### src/rtl/iris_layer_ctrl.sv
// Output-layer sequencer for the Iris network: launches the neurons,
// collects their outputs on Ready and reports the signed argmax class.
module iris_layer_ctrl #(
  parameter int DATA_WIDTH = 8,
  parameter int NUM_OUT    = 3,
  parameter int IDX_WIDTH  = 2,
  parameter int TIMEOUT    = 15
) (
  input  logic                          clk,
  input  logic                          rst,
  input  logic                          Start,
  input  logic [NUM_OUT-1:0]            Ready,
  input  logic [NUM_OUT*DATA_WIDTH-1:0] Y_in,
  output logic                          Run,
  output logic                          En,
  output logic                          Nrst,
  output logic                          Busy,
  output logic [IDX_WIDTH-1:0]          Class,
  output logic [DATA_WIDTH-1:0]         Max_val,
  output logic                          Valid,
  output logic                          Error
);

  typedef enum logic [2:0] {
    S_IDLE,
    S_LAUNCH,
    S_WAIT,
    S_ARGMAX,
    S_ERR
  } state_t;

  state_t state, state_n;

  logic [NUM_OUT-1:0]           rdy_seen;
  logic [NUM_OUT-1:0]           rdy_all;
  logic                         done;
  logic                         expired;
  logic signed [DATA_WIDTH-1:0] cap [NUM_OUT];
  logic [7:0]                   wd_cnt;
  logic [IDX_WIDTH-1:0]         k;
  logic                         k_last;
  logic [IDX_WIDTH-1:0]         best_idx;
  logic [IDX_WIDTH-1:0]         best_idx_n;
  logic signed [DATA_WIDTH-1:0] best;
  logic signed [DATA_WIDTH-1:0] best_n;
  logic signed [DATA_WIDTH-1:0] cand;
  logic                         take;

  assign rdy_all = rdy_seen | Ready;
  assign done    = &rdy_all;
  assign expired = (wd_cnt == 8'(TIMEOUT - 1));
  assign k_last  = (k == IDX_WIDTH'(NUM_OUT - 1));
  assign Busy    = (state != S_IDLE);

  always_comb begin
    cand = '0;
    for (int i = 0; i < NUM_OUT; i++) begin
      if (k == IDX_WIDTH'(i)) cand = cap[i];
    end
  end

  // strict compare keeps the lowest index on ties
  assign take       = (k == '0) || (cand > best);
  assign best_n     = take ? cand : best;
  assign best_idx_n = take ? k : best_idx;

  always_comb begin
    state_n = state;
    Run     = 1'b0;
    En      = 1'b0;
    Nrst    = 1'b0;
    Error   = 1'b0;
    unique case (state)
      S_IDLE: begin
        if (Start) state_n = S_LAUNCH;
      end
      S_LAUNCH: begin
        Run     = 1'b1;
        En      = 1'b1;
        state_n = S_WAIT;
      end
      S_WAIT: begin
        En = 1'b1;
        if (done)         state_n = S_ARGMAX;
        else if (expired) state_n = S_ERR;
      end
      S_ARGMAX: begin
        if (k_last) state_n = S_IDLE;
      end
      S_ERR: begin
        Nrst    = 1'b1;
        Error   = 1'b1;
        state_n = S_IDLE;
      end
      default: state_n = S_IDLE;
    endcase
  end

  always_ff @(posedge clk) begin
    if (rst) begin
      state    <= S_IDLE;
      rdy_seen <= '0;
      wd_cnt   <= '0;
      k        <= '0;
      best     <= '0;
      best_idx <= '0;
      Class    <= '0;
      Max_val  <= '0;
      Valid    <= 1'b0;
      for (int i = 0; i < NUM_OUT; i++) cap[i] <= '0;
    end else begin
      state <= state_n;
      Valid <= 1'b0;
      unique case (state)
        S_LAUNCH: begin
          rdy_seen <= '0;
          wd_cnt   <= '0;
          k        <= '0;
          for (int i = 0; i < NUM_OUT; i++) cap[i] <= '0;
        end
        S_WAIT: begin
          rdy_seen <= rdy_all;
          wd_cnt   <= wd_cnt + 8'd1;
          for (int i = 0; i < NUM_OUT; i++) begin
            if (Ready[i]) cap[i] <= Y_in[i*DATA_WIDTH +: DATA_WIDTH];
          end
        end
        S_ARGMAX: begin
          best     <= best_n;
          best_idx <= best_idx_n;
          k        <= k + IDX_WIDTH'(1);
          if (k_last) begin
            Class   <= best_idx_n;
            Max_val <= best_n;
            Valid   <= 1'b1;
          end
        end
        default: ;
      endcase
    end
  end

endmodule

### config.mk
export PLATFORM = sky130hd
export DESIGN_NAME = iris_layer_ctrl
export DESIGN_NICKNAME = d
export VERILOG_FILES = /design/src/rtl/iris_layer_ctrl.sv
export SDC_FILE = /design/constraint.sdc
export NUM_CORES = 1
export LEC_CHECK = 0
export ABC_AREA = 1
export CAP_MARGIN = 20
export CORE_ASPECT_RATIO = 1.25
export CORE_MARGIN = 1
export CORE_UTILIZATION = 45
export CTS_CLUSTER_SIZE = 14
export DETAILED_ROUTE_END_ITERATION = 8
export GPL_TIMING_DRIVEN = 0
export PLACE_DENSITY = 0.68
export SETUP_SLACK_MARGIN = 0.05
export SYNTH_ARGS = -nofsm -noshare
export SYNTH_HDL_FRONTEND = slang
export SYNTH_SLANG_ARGS = --single-unit
### constraint.sdc
create_clock -name clk -period 2.7 [get_ports clk]
set_input_delay 0.54 -clock clk [delete_from_list [all_inputs] [get_ports clk]]
set_output_delay 0.54 -clock clk [all_outputs]
set_load 0.005 [all_outputs]
After elaboration in Yosys (flattened, before gate mapping)
Memory sizes are Yosys's and may differ from the RTL's.
Index checks and enable logic that the tools add are counted.

storage, ports and cells
  register bits after elaboration = 37
  RAM bits = 24
  bits of input ports = 30
  output and inout bits = 16
  memories kept = 1

memories
  memory  depth  width  rd ports  clocked after memory_dff  write ports  line  RTL
  cap     3      8      3         0                         3            38    logic signed [DATA_WIDTH-1:0] cap [NUM_OUT];

cells by class
  add/sub/neg operators = 2
  order comparisons = 1
  eq/ne operators = 10
  muxes and demuxes = 39
  bitwise gates (word level) = 8
  reduce and logical (&&, ||, !) cells = 11

operator list
  kind                                                              count
  8-bit two-way mux                                                 10
  1-bit two-way mux                                                 20
  8-bit one-hot mux with 2 select lines                             1
  3-bit two-way mux                                                 4
  3-bit one-hot mux with 4 select lines                             1
  8-bit by 1-bit adder with 8-bit output (second input constant)    1
  8-bit by 4-bit == test with 1-bit output (second input constant)  1
  8-bit > comparator                                                1
  3-bit by 2-bit == test with 1-bit output (second input constant)  2
  1-bit bitwise OR                                                  6
  3-bit one-hot mux with 2 select lines                             1
  3-bit AND reduction                                               2
  2-bit inequality test (second input constant)                     2
  2-bit one-hot mux with 2 select lines                             1
  2-bit nonzero test                                                2
  2-bit OR reduction                                                2
  3-bit by 1-bit == test with 1-bit output (second input constant)  1
  3-bit == test (second input constant)                             1
  3-bit logical NOT                                                 1
  3-bit inequality test (second input constant)                     1
  3-bit bitwise OR                                                  1
  3-bit nonzero test                                                1
  2-bit by 1-bit adder with 2-bit output (second input constant)    1
  2-bit by 1-bit == test with 1-bit output (second input constant)  1
  6 further kinds                                                   6

Longest topological paths before layout
Gate-level depths: netlist of the first run.

  depth after elaboration = 7
  depth in mapped cells = 23

Worst setup path before layout of the first run
OpenSTA, ideal clock, no wires.

  path kind = reg2reg
  start = register k[0]
  end = register best[1]
  arrival time = 2.322 ns
  slack = 0.269 ns
  stages on the path, launching flop included = 19
  path buffers = 1
  period minus slack after synthesis = 2.431 ns
  cell sequence = dfxtp_1 inv_1 ha_1 inv_2 buf_1 a21oi_1 ha_1 nand2_1 inv_1 nand2_1 nand2_1 nor2_1 nand3_1 nand3_1 nand2_1 nand2_1 nand3_1 nand2_1 inv_1

between the ends
  elaborated cells on any way between the ends = 9

RTL lines
  what                    line  RTL
  from (decl)             40    logic [IDX_WIDTH-1:0] k;
  from (signal assigned)  131   k <= k + IDX_WIDTH'(1);
  2-bit == test (*)       n/a
  net k_last              41    logic k_last;
  8-bit two-way mux (*)   58    if (k == IDX_WIDTH'(i)) cand = cap[i];
  8-bit > comparator      63    assign take = (k == '0) || (cand > best);
  1-bit logical OR        63
  8-bit two-way mux (*)   64    assign best_n = take ? cand : best;
  to (signal assigned)    129   best <= best_n;
  to (decl)               44    logic signed [DATA_WIDTH-1:0] best;

Mark *: on every way through the listed nets, which the timed path passes. The rest lies on a longest branch.
A chain may end at the register's enable or synchronous reset.

Worst setup path after layout of the first run
  start = register k[1]
  end = register best_idx[0]

between the ends
  cells in the longest elaborated chain, start to end = 7
  elaborated cells on any way between the ends = 9

ends and longest elaborated chain
  what                            line    RTL
  2-bit logical NOT               58, 63
  8-bit two-way mux (3 in a row)  58
  8-bit > comparator              63
  1-bit logical OR (*)            63
  2-bit two-way mux (*)           65      assign best_idx_n = take ? k : best_idx;
  to (signal assigned)            130     best_idx <= best_idx_n;
  to (decl)                       42      logic [IDX_WIDTH-1:0] best_idx;

Every way passes the cells marked *; elsewhere a longest branch is shown, timed or not.

==> results, run 1 <==
- The detailed router finished its first iteration with 134 violations.
- The clock latency on the worst-skew pair is 0.35 ns.
- Yosys attributes the largest share of cell area to sky130_fd_sc_hd__dfxtp_1 (24%), sky130_fd_sc_hd__edfxtp_1 (23%), sky130_fd_sc_hd__inv_1 (8.6%).
- The worst path uses between 90 and 100% of the clock period.
- The data required time of the worst path is 2.94 ns.
- Setup violations remaining at the end of the flow were counted as 0.
- Between clock sinks in the finished design, the worst skew comes to 0.00793 ns.
- Input and output buffers added on the ports amount to 45.
- The number of nets in the finished design is just over 500.
- From synthesis to final layout, the design area changed by 34.0%.
- The total area inside the core boundary comes to ~0.0066 mm2.
- The achievable frequency is approximately 380 MHz.
- In the global route stage, overall resource usage came out at between 10% and 20%.
- The routed wire length is ~6.8 mm.
- The number of nets in the synthesized netlist is 439.
- The initial antenna violation count is 0.
- 0 antenna diodes ended up in the layout.
- STA puts the critical path data arrival time at roughly 2.9 ns.
- The clock net in this run drives a total of between 60 and 70 sinks.
- Once placement completed, the tool counted placed cells totaling 528.
- The half-perimeter wire length after placement is roughly 4.7 mm.
- The run finished with clean final reports.
- The worst register-to-register path has a setup slack of ~0.093 ns.
- The finished layout holds 554 standard cells, fillers aside.
- In this run the clock root is driven by a sky130_fd_sc_hd__clkbuf_8.
- On the critical path, the stage with the largest delay is an instance of sky130_fd_sc_hd__dfxtp_4.
- The length of the first detailed-routing pass in iterations is 4.
- The number of max-slew violations in the final report is 0.
- The critical path in this run is classified as reg -> reg.
- The total non-filler cell area in the finished layout is 0.00420 mm2.
- In this design, the critical path's most frequently occurring cell is sky130_fd_sc_hd__nand2_1.
- The utilization after layout is a little over three fifths.
- During synthesis, Yosys emitted a total of 0 warnings.
- The delay contributed by the slowest stage of the critical path is ~0.38 ns.
- The maximum number of pins on one net before global-route repair is 13.
- The leading cell type in the layout, fill and taps excluded is sky130_fd_sc_hd__inv_1.
- Counting distinct cell types in the post-synthesis netlist gives 35.
- In this run the worst setup path begins at k[1].
- The final route contains 2718 vias.
- The critical path endpoint category is a flip-flop.
- In the final routed layout, each cell accounts on average for around 12 um.
- The floorplan step set the die width to roughly 77 um.
- Clock-pin slew was measured on the worst setup and hold paths at about 0.07 ns.
- The library cells used most frequently in the layout, excluding fill and tap cells, are sky130_fd_sc_hd__inv_1 (68), sky130_fd_sc_hd__nand2_1 (55), sky130_fd_sc_hd__clkdlybuf4s50_1 (45).
- The launch point of the worst hold path is rdy_seen[0].
- CTS built an H-tree with a depth of 3.
- Counting along the longest clock path gives a buffer depth of 2.
- The die height is between 90 and 100 um.
- The tightest slew margin relative to the limit is 51.3%.
- Grouping stages by cell kind, the critical path spends the most delay in simple AND/OR/NAND/NOR gates.
- The worst setup path is launched from a flip-flop.
- The register bit total from synthesis is a little over 60.
- The starting density of the core is roughly 47%.
- The placed instances occupy a cell area of ~0.0037 mm2.
- The congestion estimate from routability-driven global placement came to 0.796.
- Along the worst path, the maximum fanout reaches 8.
- The number of global-route vias before repair is roughly 2500.
- The final worst hold slack is 0.457 ns.
- The area fraction of the dominant cell type after synthesis is 23.6%.
- The worst path buffer plus inverter count is 6.
- The max-cap check violation count is 0.
- The sequential-to-total area share from yosys stat is 46.6%.
- In the final layout, the share of cells above drive strength 1 is 20.3%.
- The final hold violation count is 0.
- Row generation in the floorplan step produced 33 rows.
- For this design the static power due to leakage is roughly 1.8 nW.
- The number of fill cells is around 590.
- In the post-route analysis, the smallest setup slack over all paths is 0.0930 ns.
- The overflow left after global routing is 0.
- The number of nets still failing antenna checks after routing is 0.
- The cell count after synthesis came out at 396.
- The startpoint of the worst-slack reg-to-reg timing path is k[1].
- Dividing the detail-routed via count by the number of cells gives slightly below 5.
- The synthesized area per cell is just under 8 um2.
- The die covers between 0.007 and 0.008 mm2.
- The power density relative to cell area is around 850 mW/mm2.
- TritonCTS created 9 clock buffers.
- Setup total negative slack on the finished layout was measured at 0 ns.
- The sum of internal, switching and leakage power is 3.59 mW.
- The top-level port count is 46.
- The worst path in the final design needs a cycle of approximately 2.6 ns, including I/O delays and setup.
- The synthesized netlist occupies a cell area of between 0.003 and 0.004 mm2.
- The class of the most critical hold timing path is reg -> reg.
- The first global-routing pass estimated between 10 and 15 mm of wire.
- Walking the worst path, the cells encountered are inv_4, ha_4, buf_6, nor2_4, a22oi_1, a21oi_2, ha_1, nand2_1, inv_1, nand2_1, nand2_1, inv_1, nand2_2, nand2_2, nand3_4, buf_6, nand3_1, nand3_1, nand2_1, inv_1.
- The transition time at the pin with the least slew margin is slightly above 0.7 ns.
- The largest total area in the synthesized netlist belongs to sky130_fd_sc_hd__dfxtp_1.
- Prior to clock tree synthesis, the placed netlist has a worst setup slack of -0.212 ns.
- The detailed-route DRC error count is 0.
- Setup repair after global routing could not meet its margin everywhere.
- TritonCTS built the clock tree.
- VDD sags by at most about 0.0005 V.
==> cell families (layout without fill, tap and decap cells) <==
family / Yosys count / after routing / synth area share [%]
and+or+nand+nor: 168 / 168 / 24.1
adders and majority gates: 13 / 13 / 5.19
AOI/OAI and AO/OA: 60 / 60 / 11.9
DFF: 61 / 61 / 46.6
buffers and inverters: 94 / 165 / 12.2
==> tightest hold or removal path: cells and delay by family (launching register included) <==
kind	cells	cell delay [ns]
flip-flops	1	0.31
AND/OR/NAND/NOR	1	0.06
AO/OA/AOI/OAI	1	0.05
==> worst paths after layout <==
| check | end | cells past startpoint |
|---|---|---|
| setup / recovery | best_idx[0] | 20 |
| hold / removal | rdy_seen[0] | 2 |
| setup reg to reg | best_idx[0] | 20 |
| hold reg to reg | rdy_seen[0] | 2 |
==> layout make-up <==
cell class                      count  area [um2]  share of cell area [%]
Buffer                             16         106                    2.53
Clock buffer                        9         124                    2.95
Clock inverter                      7        76.3                    1.82
Inverter                           78         298                    7.09
Multi-Input combinational cell    241        1490                    35.4
Sequential cell                    61        1470                    34.9
Tap cell                           87         109                    2.59
Timing Repair Buffer               55         533                    12.7
==> power by group <==
| group | total (mW) | internal (mW) | switching [mW] | leakage [nW] |
|---|---|---|---|---|
| Sequential | 1.26 | 1.17 | 0.0904 | 0.556 |
| Combinational | 1.51 | 0.620 | 0.888 | 1.20 |
| Clock | 0.821 | 0.426 | 0.395 | 0.0837 |
==> sequential cells by signal, summed over array words and instances, names as in the netlist <==
| signal | count |
|---|---|
| cap | 24 |
| Max_val | 8 |
| best | 8 |
| wd_cnt | 8 |
| rdy_seen | 3 |
| state | 3 |
| Class | 2 |
| best_idx | 2 |
| k | 2 |
| Valid | 1 |
==> timing repair <==
action                                  CTS  global route
pin swaps                                 3            21
setup buffers                             2             7
endpoints found under the setup margin   20            20
hold buffers                              0             0
gates cloned                              0             1
gates resized for setup                  10            53
==> per-layer routing <==
| layer | GRT usage, % | wire (um) | vias up |
|---|---|---|---|
| met1 | 22.3 | 3020 | 1239 |
| met2 | 33.3 | 3400 | 60 |
| met3 | 4.40 | 226 | 10 |
| met5 | 0 | 0 | - |
| met4 | 8.81 | 118 | 0 |
| li1 | - | - | 1409 |
==> cell usage after synthesis, drive strengths merged <==
library cell,n
a211oi,2
a21oi,28
a22oi,8
a311oi,1
a32o,1
a41oi,1
and3,1
buf,11
clkbuf,5
dfxtp,37
edfxtp,24
ha,13
inv,78
nand2,64
nand3,43
nand4,2
nor2,49
nor3,5
nor3b,1
o21a,11
o21ai,5
o221ai,1
o22ai,1
o311ai,1
or2,3
Power figures use the tool's default switching activity.
==> run 2: changes to the inputs <==
--- a/config.mk
+++ b/config.mk
@@ -7,7 +7,7 @@
 export LEC_CHECK = 0
 export ABC_AREA = 1
 export CAP_MARGIN = 20
-export CORE_ASPECT_RATIO = 1.25
+export CORE_ASPECT_RATIO = 1.2
 export CORE_MARGIN = 1
 export CORE_UTILIZATION = 45
 export CTS_CLUSTER_SIZE = 14
==> run 2 against run 1 <==
  * Clock skew is essentially flat
  * Highest routed layer unchanged
  * Die area barely moved
  * Critical path depth decreased by 1
  * Sequential share of layout area shrank 0.95 points
  * Fmax down 0.77%
  * Hold slack got worse by 0.0011 ns
  * Clock power shrank 2.7%
  * Total power grew 3.6%
  * Final cell count is the same
  * Non-clock buffer count rose by 2
  * Critical path type unchanged
==> results, run 2 (synthesis gave the netlist of run 1 again) <==
- The number of clock sinks seen by CTS is 61 (unchanged).
- The routability congestion estimate from global placement is 0.800 (was 0.796).
- The final hold violation count is 0 (unchanged).
- The final period demand of the worst path came to 2.63 ns (was 2.61 ns).
- The overflow left after global routing is 0 (unchanged).
- The startpoint of the worst-slack reg-to-reg timing path is k[1] (unchanged).
- The wire length of the first global-routing pass is 11.6 mm (was 10.9 mm).
- Outcome: completed (unchanged).
- The data required time of the worst path is 2.95 ns (was 2.94 ns).
- The count of hold-fix buffers inserted at cts is 0 (unchanged).
- The total non-filler cell area in the finished layout came to 0.00432 mm2 (was 0.00420 mm2).
- The critical path endpoint category is a flip-flop (unchanged).
- The share of post-route cells with drive strength above 1 was 23.7% (was 20.3%).
- The number of CTS-inserted buffers is 9 (unchanged).
- The maximum buffer depth of the clock tree came to 2 (unchanged).
- The final setup violation count came to 0 (unchanged).
- The routed wire length came to 7.14 mm (was 6.77 mm).
- The die height is 93.4 um (was 95.3 um).
- The CTS tree is done (unchanged).
- The cell count along the critical path is 19 (was 20).
- The maximum number of pins on one net before global-route repair is 12 (was 13).
- The start-to-end type of the worst setup path is reg -> reg (unchanged).
- The tightest slew margin relative to the limit is 32.2% (was 51.3%).
- The final critical-path share of the clock period is 97.3% (was 96.6%).
- The utilization after layout is 65.8% (was 63.2%).
- The global router's overall resource usage is 20.5% (was 19.1%).
- The die area is 0.00730 mm2 (about the same).
- The kind of launch point of the worst setup path is a flip-flop (unchanged).
- The worst endpoint data arrival time is 2.87 ns (was 2.85 ns).
- The length of the first detailed-routing pass in iterations is 4 (unchanged).
- The clock skew is 0.00815 ns (was 0.00793 ns).
- The detail-routed via count per cell is 5.02 (was 4.91).
- The worst voltage drop across the vdd grid was 0.000484 V (was 0.000490 V).
- The detailed-route DRC error count is 0 (unchanged).
- The number of nets in the finished design is 507 (was 505).
- The transition time at the pin with the least slew margin was 1.02 ns (was 0.720 ns).
- The count of standard-cell rows is 32 (was 33).
- The top-level port count is 46 (unchanged).
- The starting density of the core is 47.7% (was 47.1%).
- Top library cells by usage in the layout, fill and taps aside: sky130_fd_sc_hd__inv_1 (67), sky130_fd_sc_hd__nand2_1 (54), sky130_fd_sc_hd__clkdlybuf4s50_1 (45) (was sky130_fd_sc_hd__inv_1 (68), sky130_fd_sc_hd__nand2_1 (55), sky130_fd_sc_hd__clkdlybuf4s50_1 (45)).
- The iteration-0 DRC count of the detailed router was 84 (was 134).
- The half-perimeter wire length after placement is 4.76 mm (was 4.67 mm).
- The count of buffers from port buffering was 45 (unchanged).
- The register name with the most flops is cap (unchanged).
- The max-cap check violation count is 0 (unchanged).
- The initial antenna violation count came to 0 (unchanged).
- The class of the most critical hold timing path is reg -> reg (unchanged).
- The final worst hold slack is 0.456 ns (was 0.457 ns).
- The area after detailed placement was 0.00369 mm2 (about the same).
- The power density relative to cell area came to 862 mW/mm2 (was 855 mW/mm2).
- The worst setup path endpoint is best[0] (was best_idx[0]).
- The maximum fanout along the worst path is 8 (unchanged).
- The destination of the worst register-to-register timing path is best[0] (was best_idx[0]).
- The worst path buffer plus inverter count is 5 (was 6).
- The area of the core is 0.00657 mm2 (was 0.00665 mm2).
- The achievable frequency is 381 MHz (was 384 MHz).
- The routed wirelength normalized by instance count was 12.9 um (was 12.2 um).
- The signed area change from the synthesized netlist to the final layout is 37.8% (was 34.0%).
- The total via count in the routed design is 2782 (was 2718).
- The cell depth of the worst flop-to-flop path is 19 (was 20).
- The leading cell type in the layout, fill and taps excluded was sky130_fd_sc_hd__inv_1 (unchanged).
- The number of fill cells is 566 (was 587).
- The flop-to-flop setup slack is 0.07 ns (was 0.09 ns).
- Crit path cell chain: inv_2, ha_4, buf_6, nor2_4, buf_12, a22oi_2, a21oi_2, ha_1, a21oi_1, nand2_1, nand2_2, nand2_2, nand2_2, nand3_4, buf_6, nand3_2, nand3_2, nand2_1, inv_1 (was inv_4, ha_4, buf_6, nor2_4, a22oi_1, a21oi_2, ha_1, nand2_1, inv_1, nand2_1, nand2_1, inv_1, nand2_2, nand2_2, nand3_4, buf_6, nand3_1, nand3_1, nand2_1, inv_1).
- The start point of the critical path is k[1] (unchanged).
- The count of H-tree levels built during CTS is 3 (unchanged).
- The clock tree root driver cell was sky130_fd_sc_hd__clkbuf_8 (unchanged).
- The top cell family by delay on the critical path was simple AND/OR/NAND/NOR gates (unchanged).
- The width of the die came to 78.2 um (was 76.6 um).
- The flip-flop count of the largest register, all copies and words added is 24 (unchanged).
- The library cell appearing most often on the critical path is sky130_fd_sc_hd__nand2_2 (was sky130_fd_sc_hd__nand2_1).
- The number of max-slew violations in the final report came to 0 (unchanged).
- The leakage component of the power was 1.86 nW (was 1.84 nW).
- The clock latency on the worst-skew pair is 0.34 ns (was 0.35 ns).
- The number of global-route vias before repair is 2702 (was 2477).
- Unrepaired setup endpoints after global routing: yes (unchanged).
- The clock transition at the registers of the reported paths is 0.07 ns (about the same).
- The number of nets still failing antenna checks after routing is 0 (unchanged).
- The number of antenna diodes was 0 (unchanged).
- The cell at the slowest stage of the critical path is sky130_fd_sc_hd__dfxtp_2 (was sky130_fd_sc_hd__dfxtp_4).
- The delay contributed by the slowest stage of the critical path was 0.37 ns (was 0.38 ns).
run 2: worst min path at each step:
stage           startpoint          end  slack [ns]  depth (start not counted)
6_report       rdy_seen[0]  rdy_seen[0]        0.46                          2
5_1_grt          wd_cnt[7]    wd_cnt[7]        0.50                          1
4_1_cts        rdy_seen[0]  rdy_seen[0]        0.46                          2
3_5_place_dp   rdy_seen[0]  rdy_seen[0]        0.45                          2
3_3_place_gp   rdy_seen[0]  rdy_seen[0]        0.45                          2
2_1_floorplan  rdy_seen[0]  rdy_seen[0]        0.43                          2
run 2: worst min-delay path, cell delays in order (launching register included):
cell and delay, ns:
sky130_fd_sc_hd__dfxtp_1 0.31, sky130_fd_sc_hd__nand2_1 0.05, sky130_fd_sc_hd__a21oi_1 0.05
run 2: metal layers:
metal,GRT usage [%],wire length [um],vias to the layer above
li1,-,-,1412
met1,23.8,3010,1292
met2,35.4,3720,61
met3,3.61,220,17
met4,11.3,183,0
met5,0,0,-
run 2: timing repair:
item,CTS,global route
gates cloned,0,1
pin swaps,1,26
resized for setup,9,77
setup endpoints to repair,20,20
buffers inserted,1,10
run 2: stage by stage:
step                      instances  total power [mW]  worst slack (ns)  TNS, ns
after floorplan                 396              2.02             0.269        0
after global routing            554              3.96           -0.0979    -1.61
after global placement          526              2.33            -0.177    -3.25
after detailed placement        526              2.35            -0.239    -4.49
after CTS                       543              3.21            0.0644        0
final                           554              3.72            0.0727        0
run 2: cell type report:
cell class                 instances  area [um2]  area share [%]
inverter                          78         300            6.95
clock inverter                     7        66.3            1.54
buffer                            16         110            2.55
clock buffer                       9         124            2.87
multi-input combinational        241        1580            36.7
sequential                        61        1470            34.0
timing repair buffer              57         561            13.0
tap                               85         106            2.46
run 2: report_power, final:
part / switching, mW / internal [mW] / leakage [nW]
sequential: 0.0984 / 1.17 / 0.556
combinational: 0.971 / 0.679 / 1.22
clock: 0.380 / 0.419 / 0.0887
==> run 3: changes to the inputs <==
--- a/config.mk
+++ b/config.mk
@@ -10,7 +10,7 @@
 export CORE_ASPECT_RATIO = 1.2
 export CORE_MARGIN = 1
 export CORE_UTILIZATION = 45
-export CTS_CLUSTER_SIZE = 14
+export CTS_CLUSTER_SIZE = 8
 export DETAILED_ROUTE_END_ITERATION = 8
 export GPL_TIMING_DRIVEN = 0
 export PLACE_DENSITY = 0.68
==> results of run 3 <==
No change in the layout: final DEF, timing and power equal those of run 2.
